File: src/rtl/lmsm_sequencer_if.sv
// rtl/lmsm_sequencer_if.sv - decode-side bundle between IF/ID, the LM/SM sequencer and ID/RR
interface lmsm_sequencer_if;
  logic [15:0] Inst;
  logic        valid_in;
  logic        hold;
  logic        flush;
  logic [2:0]  LM_RegRd;
  logic [15:0] mem_offset;
  logic        valid_out;
  logic        is_store;
  logic        uop_last;
  logic        seq_busy;

  modport master (
    output Inst, valid_in, hold, flush,
    input  LM_RegRd, mem_offset, valid_out, is_store, uop_last, seq_busy
  );

  modport slave (
    input  Inst, valid_in, hold, flush,
    output LM_RegRd, mem_offset, valid_out, is_store, uop_last, seq_busy
  );
endinterface

File: src/rtl/lmsm_sequencer.sv
// rtl/lmsm_sequencer.sv - expands LM/SM register lists into one micro-op per set bit
// Outputs are combinational so the first micro-op leaves in the same cycle as the instruction.
module lmsm_sequencer (
  input  logic               clock,
  input  logic               reset,
  lmsm_sequencer_if.slave    bus
);

  typedef enum logic {IDLE, SEQ} state_t;

  state_t      state, state_n;
  logic [7:0]  mask, mask_n;
  logic [2:0]  count, count_n;
  logic        op_st, op_st_n;

  logic [7:0]  active;
  logic [7:0]  active_rest;
  logic [2:0]  idx;
  logic        single;
  logic        multi;

  always_ff @(posedge clock or posedge reset) begin
    if (reset) begin
      state <= IDLE;
      mask  <= 8'd0;
      count <= 3'd0;
      op_st <= 1'b0;
    end else begin
      state <= state_n;
      mask  <= mask_n;
      count <= count_n;
      op_st <= op_st_n;
    end
  end

  // The stalled IF/ID still holds the instruction in SEQ, so only the mask matters there.
  always_comb begin
    active      = (state == SEQ) ? mask : bus.Inst[7:0];
    active_rest = active & (active - 8'd1);
    single      = (active != 8'd0) && (active_rest == 8'd0);
    multi       = bus.valid_in && (bus.Inst[15:13] == 3'b011);
    idx         = 3'd0;
    for (int i = 7; i >= 0; i--) begin
      if (active[i]) idx = 3'(i);
    end
  end

  always_comb begin
    state_n        = state;
    mask_n         = mask;
    count_n        = count;
    op_st_n        = op_st;
    bus.LM_RegRd   = 3'd0;
    bus.mem_offset = 16'd0;
    bus.valid_out  = 1'b0;
    bus.is_store   = 1'b0;
    bus.uop_last   = 1'b1;
    bus.seq_busy   = 1'b0;

    case (state)
      IDLE: begin
        if (!multi) begin
          bus.valid_out = bus.valid_in;
        end else if (active != 8'd0) begin
          bus.LM_RegRd  = idx;
          bus.valid_out = 1'b1;
          bus.is_store  = bus.Inst[12];
          if (!single) begin
            bus.uop_last = 1'b0;
            bus.seq_busy = 1'b1;
            if (!bus.hold) begin
              mask_n  = active_rest;
              count_n = 3'd1;
              op_st_n = bus.Inst[12];
              state_n = SEQ;
            end
          end
        end
      end
      SEQ: begin
        bus.LM_RegRd   = idx;
        bus.mem_offset = {13'd0, count};
        bus.valid_out  = 1'b1;
        bus.is_store   = op_st;
        bus.uop_last   = single;
        bus.seq_busy   = !single;
        if (!bus.hold) begin
          mask_n  = active_rest;
          count_n = count + 3'd1;
          if (single) begin
            state_n = IDLE;
            mask_n  = 8'd0;
            count_n = 3'd0;
          end
        end
      end
      default: state_n = IDLE;
    endcase

    // A flush overrides hold and kills whatever micro-op is on the outputs.
    if (bus.flush) begin
      state_n       = IDLE;
      mask_n        = 8'd0;
      count_n       = 3'd0;
      bus.valid_out = 1'b0;
      bus.seq_busy  = 1'b0;
    end
  end

endmodule
File: src/flat_wrapper.sv
// flat-port wrapper written by rule: the top's interface ports become plain ports
module lmsm_sequencer_flat 
  (clock, reset, bus_Inst, bus_valid_in, bus_hold, bus_flush, bus_LM_RegRd, bus_mem_offset, bus_valid_out, bus_is_store, bus_uop_last, bus_seq_busy);
  lmsm_sequencer_if bus_i ();
  input  logic clock;
  input  logic reset;
  input wire logic [$bits(bus_i.Inst)-1:0] bus_Inst;
  input wire logic [$bits(bus_i.valid_in)-1:0] bus_valid_in;
  input wire logic [$bits(bus_i.hold)-1:0] bus_hold;
  input wire logic [$bits(bus_i.flush)-1:0] bus_flush;
  output wire logic [$bits(bus_i.LM_RegRd)-1:0] bus_LM_RegRd;
  output wire logic [$bits(bus_i.mem_offset)-1:0] bus_mem_offset;
  output wire logic [$bits(bus_i.valid_out)-1:0] bus_valid_out;
  output wire logic [$bits(bus_i.is_store)-1:0] bus_is_store;
  output wire logic [$bits(bus_i.uop_last)-1:0] bus_uop_last;
  output wire logic [$bits(bus_i.seq_busy)-1:0] bus_seq_busy;
  assign bus_i.Inst = bus_Inst;
  assign bus_i.valid_in = bus_valid_in;
  assign bus_i.hold = bus_hold;
  assign bus_i.flush = bus_flush;
  assign bus_LM_RegRd = bus_i.LM_RegRd;
  assign bus_mem_offset = bus_i.mem_offset;
  assign bus_valid_out = bus_i.valid_out;
  assign bus_is_store = bus_i.is_store;
  assign bus_uop_last = bus_i.uop_last;
  assign bus_seq_busy = bus_i.seq_busy;
  lmsm_sequencer u_core (.clock(clock), .reset(reset), .bus(bus_i));
endmodule
File: config.mk
export PLATFORM = sky130hd
export DESIGN_NAME = lmsm_sequencer_flat
export DESIGN_NICKNAME = d
export VERILOG_FILES = /design/src/rtl/lmsm_sequencer_if.sv /design/src/rtl/lmsm_sequencer.sv /design/src/flat_wrapper.sv
export SDC_FILE = /design/constraint.sdc
export NUM_CORES = 1
export LEC_CHECK = 0
export BUFFER_PORTS_ARGS = -buffer_cell sky130_fd_sc_hd__buf_4
export CORE_ASPECT_RATIO = 1.75
export CORE_MARGIN = 2
export CORE_UTILIZATION = 25
export DETAILED_ROUTE_END_ITERATION = 7
export PLACE_DENSITY = 0.52
export SYNTH_ARGS = -nofsm -noshare
export SYNTH_HDL_FRONTEND = slang
export SYNTH_SLANG_ARGS = --single-unit
File: constraint.sdc
create_clock -name clock -period 2.7 [get_ports clock]
set_clock_uncertainty 0.15 [all_clocks]
set_input_delay 0.27 -clock clock [delete_from_list [all_inputs] [get_ports clock]]
set_output_delay 0.27 -clock clock [all_outputs]
set_load 0.01 [all_outputs]
==> results of run 1 <==
-- synthesized netlist by cell type, drive strengths merged, types with 2 or more instances --
cell type	instances	area, um2
nand2b	10	62.6
or3	4	30.0
or3b	3	28.8
nand4b	2	17.5
o221ai	2	17.5
nand2	9	33.8
mux2i	2	20.0
and2	5	31.3
buf	15	110
or2	3	18.8
nor2b	3	18.8
inv	8	30.0
a211o	4	35.0
o32ai	3	33.8
nand3	3	15.0
clkbuf	3	11.3
a21oi	9	45.0
dfrtp	12	300
nor2	6	22.5
o21ai	12	60.1
-- how the worst max path moves through the flow --
stage | from | to | depth (start not counted)
after floorplan | u_core.state | bus_seq_busy | 7
final | u_core.state | bus_seq_busy | 9
after CTS | u_core.state | bus_seq_busy | 9
after global placement | u_core.state | bus_seq_busy | 9
after detailed placement | u_core.state | bus_seq_busy | 9
after global routing | u_core.state | bus_seq_busy | 9
-- cell type report --
type / instances / area [um2]
flip-flops and latches: 12 / 302
fillers: 504 / 2960
inverters: 8 / 30.0
repair buffers: 44 / 352
multi-input cells: 119 / 830
clock buffers: 3 / 41.3
well taps: 52 / 65.1
-- registers in the layout, indices dropped and copies added (netlist names) --
name          count
u_core.state      1
u_core.mask       7
u_core.count      3
u_core.op_st      1
-- where the power goes --
group	internal, W	total [W]	switching, W
registers	0.000186	0.000190	0.00000374
logic	0.0000580	0.000128	0.0000704
clock network	0.0000980	0.000162	0.0000639
-- layer usage --
layer  GRT usage (%)  vias up
li1                -      592
met1            13.4      574
met2            26.6       43
met3            1.37        6
met4            10.2        0
met5               0        -
-- worst max-delay path: stages, from the launching register on --
cell      delay [ns]
dfrtp_2         0.43
buf_6           0.14
or3_4           0.34
a222oi_1        0.35
buf_4           0.20
nand2_2         0.04
and4_4          0.19
or2_4           0.26
nor2_4          0.08
buf_6           0.10
-- metrics by stage --
step / hold slack (ns) / setup TNS [ns] / power (W)
final: 0.111 / -0.163 / 0.000480
after detailed placement: 0.180 / 0 / 0.000305
after global placement: 0.184 / 0 / 0.000305
after global routing: 0.115 / -0.481 / 0.000506
after floorplan: -0.0153 / 0 / 0.000267
after CTS: 0.111 / -0.121 / 0.000477
-- kinds of logic after synthesis --
group	synth area share [%]
multiplexers	2.67
buffers and inverters	12.9
adder cells (fa/ha/maj)	1.07
AO/OA/AOI/OAI	29.8
flip-flops	25.6
AND/OR/NAND/NOR	27.6
other	0.320
-- timing repair --
action,4_1_cts,5_1_grt
setup endpoints to repair,2,11
pin swaps,6,10
hold buffers,1,0
gates resized for setup,8,14
buffers inserted,5,1
endpoints found under the hold margin,12,0
==> reports/results.txt, run 1 <==
Num rows: 33
Clock Latency Late Sink: 0.24 ns
R2R depth: 11
Hold depth: 2
WL/cell: 15.1 um
Wire length on met2: 2020 um
Final setup viols: 3
Reg2reg start: u_core.state
Die area: 5270 um2
Ys async rst share: 100%
Ys Warns: 0
Most common cell after layout, fill and taps aside: buf_4
HP Class: primary input to flip-flop
Leak Pwr: 0.695 nW
Total of max-cap violations: 0
R2R Setup Slk: 0.04 ns
Reg2reg end: u_core.mask[3]
# port buffers: 26
Ant. Diodes: 0
Core area: 4580 um2
GRT Util Overall: 13.9%
Placer Congestion: 0.826
Mapped Cells: 145
Critical hold path startpoint: bus_Inst[12]
Status: finished with violations
CTS tree: done
Antenna violations before repair: 0
Router iterations before antenna repair: 6
Top routing layer in use: met4
Count of cell types in the netlist: 53
Setup crit start kind: flip-flop
Setup CP Type: flip-flop to output port
Global route overflow: 0
Final Net Count: 210
IR drop worst, VDD: 0.000181 V
Final Util: 35.3%
CP Capture Type: output port
First-pass GRT wire length: 5560 um
DRC: 0
Mapped Area: 1170 um2
Met3 wire len: 152 um
CTS Sinks: 12
Clock tree root buffer cell: clkbuf_8
Inserted Clock Buffers: 3
Power Density: 296 nW/um2
Final Max Slew Viols: 0
Data arrival, critical path: 2.38 ns
RSZ-0062 raised after global routing: yes
DR iter-0 viols: 28
Commonest cells after routing, fill and taps aside: 38 x buf_4, 13 x conb_1, 11 x dfrtp_1, 9 x nand2b_1, 9 x o21ai_0
Failing checks: negative setup slack
Fin. Hold Viols: 0
Starting Density: 25.6%
Crit Path Max Fanout: 4
Max clock buf depth: 2
Hpwl dp: 2770 um
IO Pins: 44
Die Width: 55.7 um
Clk slew on worst S/H paths: 0.06 ns
Register area share after synthesis: 25.6%
Area Overhead vs Synth: 38.2%
Wire length on met1: 1310 um
Chip Height: 94.5 um
Number of global-route vias before repair: 1167
Number of enable flip-flop cells after synthesis: 0
ANT nets after route: 0
Share of cells above drive strength 1: 36.6%
Critical path data required time: 2.28 ns
Drt via density: 5.11
Syn_area_per_cell: 8.08 um2
Fmax: 358 MHz
PnR worst setup slack: -0.0958 ns
Most used DFF post-synth: dfrtp_1
WL final: 3600 um
Final Cell Area: 1620 um2
Fin crit period: 2.80 ns
Placed Cells: 229
WHS Endpoint: u_core.op_st
Vias: 1215
Fin cells: 238
Period Utilization, post-route: 104%
Largest net degree at the start of global routing: 17
DP Area: 1450 um2
H-Tree Level Count: 1
Place WS: 0.0862 ns
Register bit total from synthesis: 12
No activity file was read; power rests on OpenSTA's default activity.
==> run 2: changes to the inputs <==
==> constraint.sdc (replaced) <==
create_clock -name clock -period 2.7 [get_ports clock]
set_clock_uncertainty 0.15 [all_clocks]
set_input_delay 0.54 -clock clock [delete_from_list [all_inputs] [get_ports clock]]
set_output_delay 0.54 -clock clock [all_outputs]
set_load 0.01 [all_outputs]
==> reports/results.txt, run 2 (synthesis gave the netlist of run 1 again) <==
IR drop worst, VDD: 0.000293 V
Most common cell after layout, fill and taps aside: buf_4
Final Util: 37.6%
Ant. Diodes: 0
CTS Sinks: 12
Vias: 1284
DR iter-0 viols: 37
RSZ-0062 raised after global routing: yes
Hpwl dp: 2920 um
# port buffers: 26
Placer Congestion: 0.848
Chip Height: 94.5 um
WL final: 3730 um
Die area: 5270 um2
Drt via density: 5.06
Placed Cells: 248
Biggest regs: u_core.mask x7, u_core.count x3
Fin crit period: 3.02 ns
Power Density: 309 nW/um2
GRT Util Overall: 14.3%
Slowest CP cell: dfrtp_2
Die Width: 55.7 um
Leak Pwr: 0.765 nW
Final setup viols: 5
Fin Setup TNS: -1.16 ns
IO Pins: 44
Period Utilization, post-route: 112%
Setup CP Type: flip-flop to output port
Clock tree root buffer cell: clkbuf_8
CP max stage delay: 0.45 ns
Fin. Hold Viols: 0
R2R depth: 9
Max clock buf depth: 2
Most common cell on crit path: buf_6
Critical path data required time: 2.01 ns
First-pass GRT wire length: 5850 um
Router iterations before antenna repair: 4
Crit Path Max Fanout: 6
Largest register by flop count: u_core.mask
Clk slew on worst S/H paths: 0.06 ns
H-Tree Level Count: 1
Failing checks: negative setup slack
Total of max-cap violations: 0
Status: finished with violations
HP Class: primary input to async pin
Reg2reg start: u_core.state
Starting Density: 25.6%
Clock Latency Late Sink: 0.25 ns
Hold slack: 0.170 ns
Data arrival, critical path: 2.33 ns
Setup crit start kind: flip-flop
Fmax: 332 MHz
Final Max Slew Viols: 0
Fin cells: 254
Num rows: 33
Area Overhead vs Synth: 47.0%
Max reg flops: 7
PnR worst setup slack: -0.315 ns
Commonest cells after routing, fill and taps aside: 56 x buf_4, 13 x conb_1, 11 x dfrtp_1, 9 x nand2b_1, 9 x o21ai_0
WL/cell: 14.7 um
Worst slew pin tran: 0.500 ns
Final Net Count: 225
CP Capture Type: output port
Global route overflow: 0
DRC: 0
Antenna violations before repair: 0
Largest net degree at the start of global routing: 17
Relative slew margins: 66.7%
Inserted Clock Buffers: 3
Share of cells above drive strength 1: 40.6%
Worst path cell trace: buf_6, or3_4, a222oi_1, buf_4, nand2_2, and4_4, or2_4, nor2_4, buf_6
R2R Setup Slk: 0.07 ns
ANT nets after route: 0
Core area: 4580 um2
CTS tree: done
Number of global-route vias before repair: 1176
Reg2reg end: u_core.mask[2]
## run 2: cell count changes in the layout (fill, tap and decap cells not counted), sizes merged
| cell | before | now |
|---|---|---|
| buf | 43 | 59 |
| clkbuf | 3 | 4 |
| dlygate4sd3 | 1 | 0 |
## run 2: critical path: cells and delay by family, from the launching register on
| family | cells | cell delay, ns |
|---|---|---|
| AOI/OAI and AO/OA | 1 | 0.25 |
| buffers and inverters | 3 | 0.43 |
| and+or+nand+nor | 5 | 0.95 |
| DFF | 1 | 0.45 |
## run 2: stage by stage
step | setup slack [ns] | area (um2) | total power (W)
detailed placement | -0.215 | 1600 | 0.000324
global placement | -0.233 | 1600 | 0.000324
global route | -0.405 | 1720 | 0.000557
floorplan | -0.139 | 1230 | 0.000269
finish | -0.315 | 1720 | 0.000532
CTS | -0.319 | 1690 | 0.000534
## run 2: final cells by class
type	count	area (um2)
multi-input cells	119	816
repair buffers	59	454
flip-flops and latches	12	302
clock buffers	4	55.1
fillers	499	2860
well taps	52	65.1
inverters	8	30.0
## run 2: per-layer routing
| metal | share of wire [%] | track usage [%] |
|---|---|---|
| met2 | 55 | 27.4 |
| met5 | 0 | 0 |
| met4 | 3.4 | 7.72 |
| met1 | 38 | 15.4 |
| met3 | 3.0 | 0.959 |
## run 2: how the worst max path moves through the flow
stage                  from            to  depth (start not counted)
2_1_floorplan   bus_Inst[2]  bus_seq_busy                          6
3_3_place_gp    bus_Inst[2]  bus_seq_busy                          9
3_5_place_dp    bus_Inst[2]  bus_seq_busy                          9
4_1_cts        u_core.state  bus_seq_busy                          8
5_1_grt        u_core.state  bus_seq_busy                          9
6_report       u_core.state  bus_seq_busy                          9
## run 2: repair_timing
action	4_1_cts	5_1_grt
resized for setup	7	7
pin swaps	4	2
endpoints found under the setup margin	5	8
hold buffers	0	0
setup buffers	2	0
cloned	0	0
## run 2: report_power, final
part / internal (W) / leakage, nW / switching (W)
registers: 0.000186 / 0.164 / 0.00000394
clock network: 0.000129 / 0.0288 / 0.0000739
logic: 0.0000680 / 0.572 / 0.0000717
==> run 3: changes to the inputs <==
==> constraint.sdc (replaced) <==
create_clock -name clock -period 2.6 [get_ports clock]
set_clock_uncertainty 0.15 [all_clocks]
set_input_delay 0.52 -clock clock [delete_from_list [all_inputs] [get_ports clock]]
set_output_delay 0.52 -clock clock [all_outputs]
set_load 0.01 [all_outputs]
==> reports/results.txt, run 3 (synthesis gave the netlist of run 1 again) <==
Worst path cell trace: or3_4, a221o_1, a21oi_1, buf_4, and4_4, or2_4, nor2_4, buf_6
Hpwl dp: 2890 um
Met3 Use GR: 0.548%
Fin cells: 257
Leak Pwr: 0.800 nW
WL final: 3770 um
Area Overhead vs Synth: 53.6%
Multi-input logic area: 860 um2
GRT Util Overall: 14.2%
IR drop worst, VDD: 0.000164 V
Layer with the highest usage: met2
Register area: 302 um2
Relative slew margins: 66.0%
Num rows: 33
Global route overflow: 0
Hold slack: 0.149 ns
Critical path data required time: 1.93 ns
Share of cells above drive strength 1: 44.4%
Power Density: 316 nW/um2
Largest register by flop count: u_core.mask
Antenna violations before repair: 0
# port buffers: 26
Slowest CP cell: dfrtp_2
Biggest regs: u_core.mask x7, u_core.count x3
Router iterations before antenna repair: 4
Delay-heaviest family, CP: simple AND/OR/NAND/NOR gates
Starting Density: 25.6%
Clock Latency Late Sink: 0.25 ns
Worst slew pin tran: 0.510 ns
Fin. Hold Viols: 0
Largest net degree at the start of global routing: 17
Clk slew on worst S/H paths: 0.06 ns
Post-CTS Hold Buffers: 0
Power consumption: 0.000568 W
PnR worst setup slack: -0.380 ns
Fmax: 336 MHz
ANT nets after route: 0
Placer Congestion: 0.805
Fin crit period: 2.98 ns
CTS Sinks: 12
WL/cell: 14.7 um
Setup CP Type: flip-flop to output port
IO Pins: 44
H-Tree Level Count: 1
Die area: 5270 um2
Final Net Count: 228
Status: finished with violations
Max clock buf depth: 2
Inserted Clock Buffers: 3
Vias: 1277
M2 GR Usage: 27.9%
CP Buf/Inv Count: 2
Fill cells: 501
Die Width: 55.7 um
First-pass GRT wire length: 5820 um
DRC: 0
Fin Setup TNS: -1.72 ns
HP Class: primary input to async pin
Chip Height: 94.5 um
GRT met1 Usage: 14.6%
Final Max Slew Viols: 0
DR iter-0 viols: 40
CP max stage delay: 0.46 ns
Clock tree root buffer cell: clkbuf_8
Commonest cells after routing, fill and taps aside: 56 x buf_4, 13 x conb_1, 11 x dfrtp_1, 9 x nand2b_1, 9 x nand2_1
Core area: 4580 um2
Total of max-cap violations: 0
Number of global-route vias before repair: 1287
Period Utilization, post-route: 115%
Data arrival, critical path: 2.31 ns
Final setup viols: 10
RSZ-0062 raised after global routing: yes
CP Capture Type: output port
Max reg flops: 7
CTS tree: done
Crit Path Max Fanout: 6
Placed Cells: 248
Most common cell after layout, fill and taps aside: buf_4
Failing checks: negative setup slack
Ant. Diodes: 0
Drt via density: 4.97
Setup crit start kind: flip-flop
run 3: changes by cell type in the layout (fill, tap and decap cells not counted), moves of 2 or more:
cell     change
o32ai_1      -2
o21ai_2      +2
o32ai_2      +2
buf_6        +3
run 3: power breakdown:
| part | switching, W | internal (W) |
|---|---|---|
| clock | 0.0000805 | 0.000134 |
| combinational | 0.0000775 | 0.0000788 |
| sequential | 0.00000416 | 0.000193 |
run 3: worst register-to-register path, stage by stage, from the launching register on:
cell,delay (ns)
dfrtp_2,0.46
buf_6,0.14
buf_4,0.18
nand2b_4,0.09
a222oi_1,0.10
buf_4,0.17
buf_6,0.11
a211o_1,0.33
a311o_2,0.37
or3b_1,0.36
a21oi_1,0.15
run 3: area by class of cell:
cell class / instances / area share, %
Tap cell: 52 / 3.62
Sequential cell: 12 / 16.8
Clock buffer: 4 / 3.06
Multi-Input combinational cell: 119 / 47.8
Inverter: 8 / 1.67
Timing Repair Buffer: 62 / 27.1
run 3: per-stage QoR:
step                      utilization [%]  instance area [um2]  setup WS, ns
final                                39.3                 1800        -0.380
after global routing                 39.3                 1800        -0.495
after CTS                            38.6                 1770        -0.386
after detailed placement             34.9                 1600        -0.293
after global placement               34.9                 1600        -0.291
after floorplan                         -                 1230        -0.199
run 3: what timing repair did:
| item | CTS | global route |
|---|---|---|
| resized for setup | 18 | 5 |
| buffers inserted | 5 | 0 |
| pin swaps | 8 | 3 |
| endpoints found under the setup margin | 11 | 18 |
run 3: final timing paths:
check	slack, ns	depth (start not counted)	from	to
setup / recovery	-0.38	8	u_core.state	bus_seq_busy
hold / removal	0.15	2	reset	u_core.mask[1]
setup reg to reg	-0.09	10	u_core.state	u_core.mask[2]
hold reg to reg	0.36	1	u_core.op_st	u_core.op_st
max in group asynchronous	1.78	2	reset	u_core.state
min in group clock	0.36	2	bus_Inst[12]	u_core.op_st
run 3: metal layers:
metal,vias to the layer above,part of all wire (%)
met1,603,39
met5,-,0
li1,631,-
met2,36,56
met4,0,2.8
met3,7,2.6
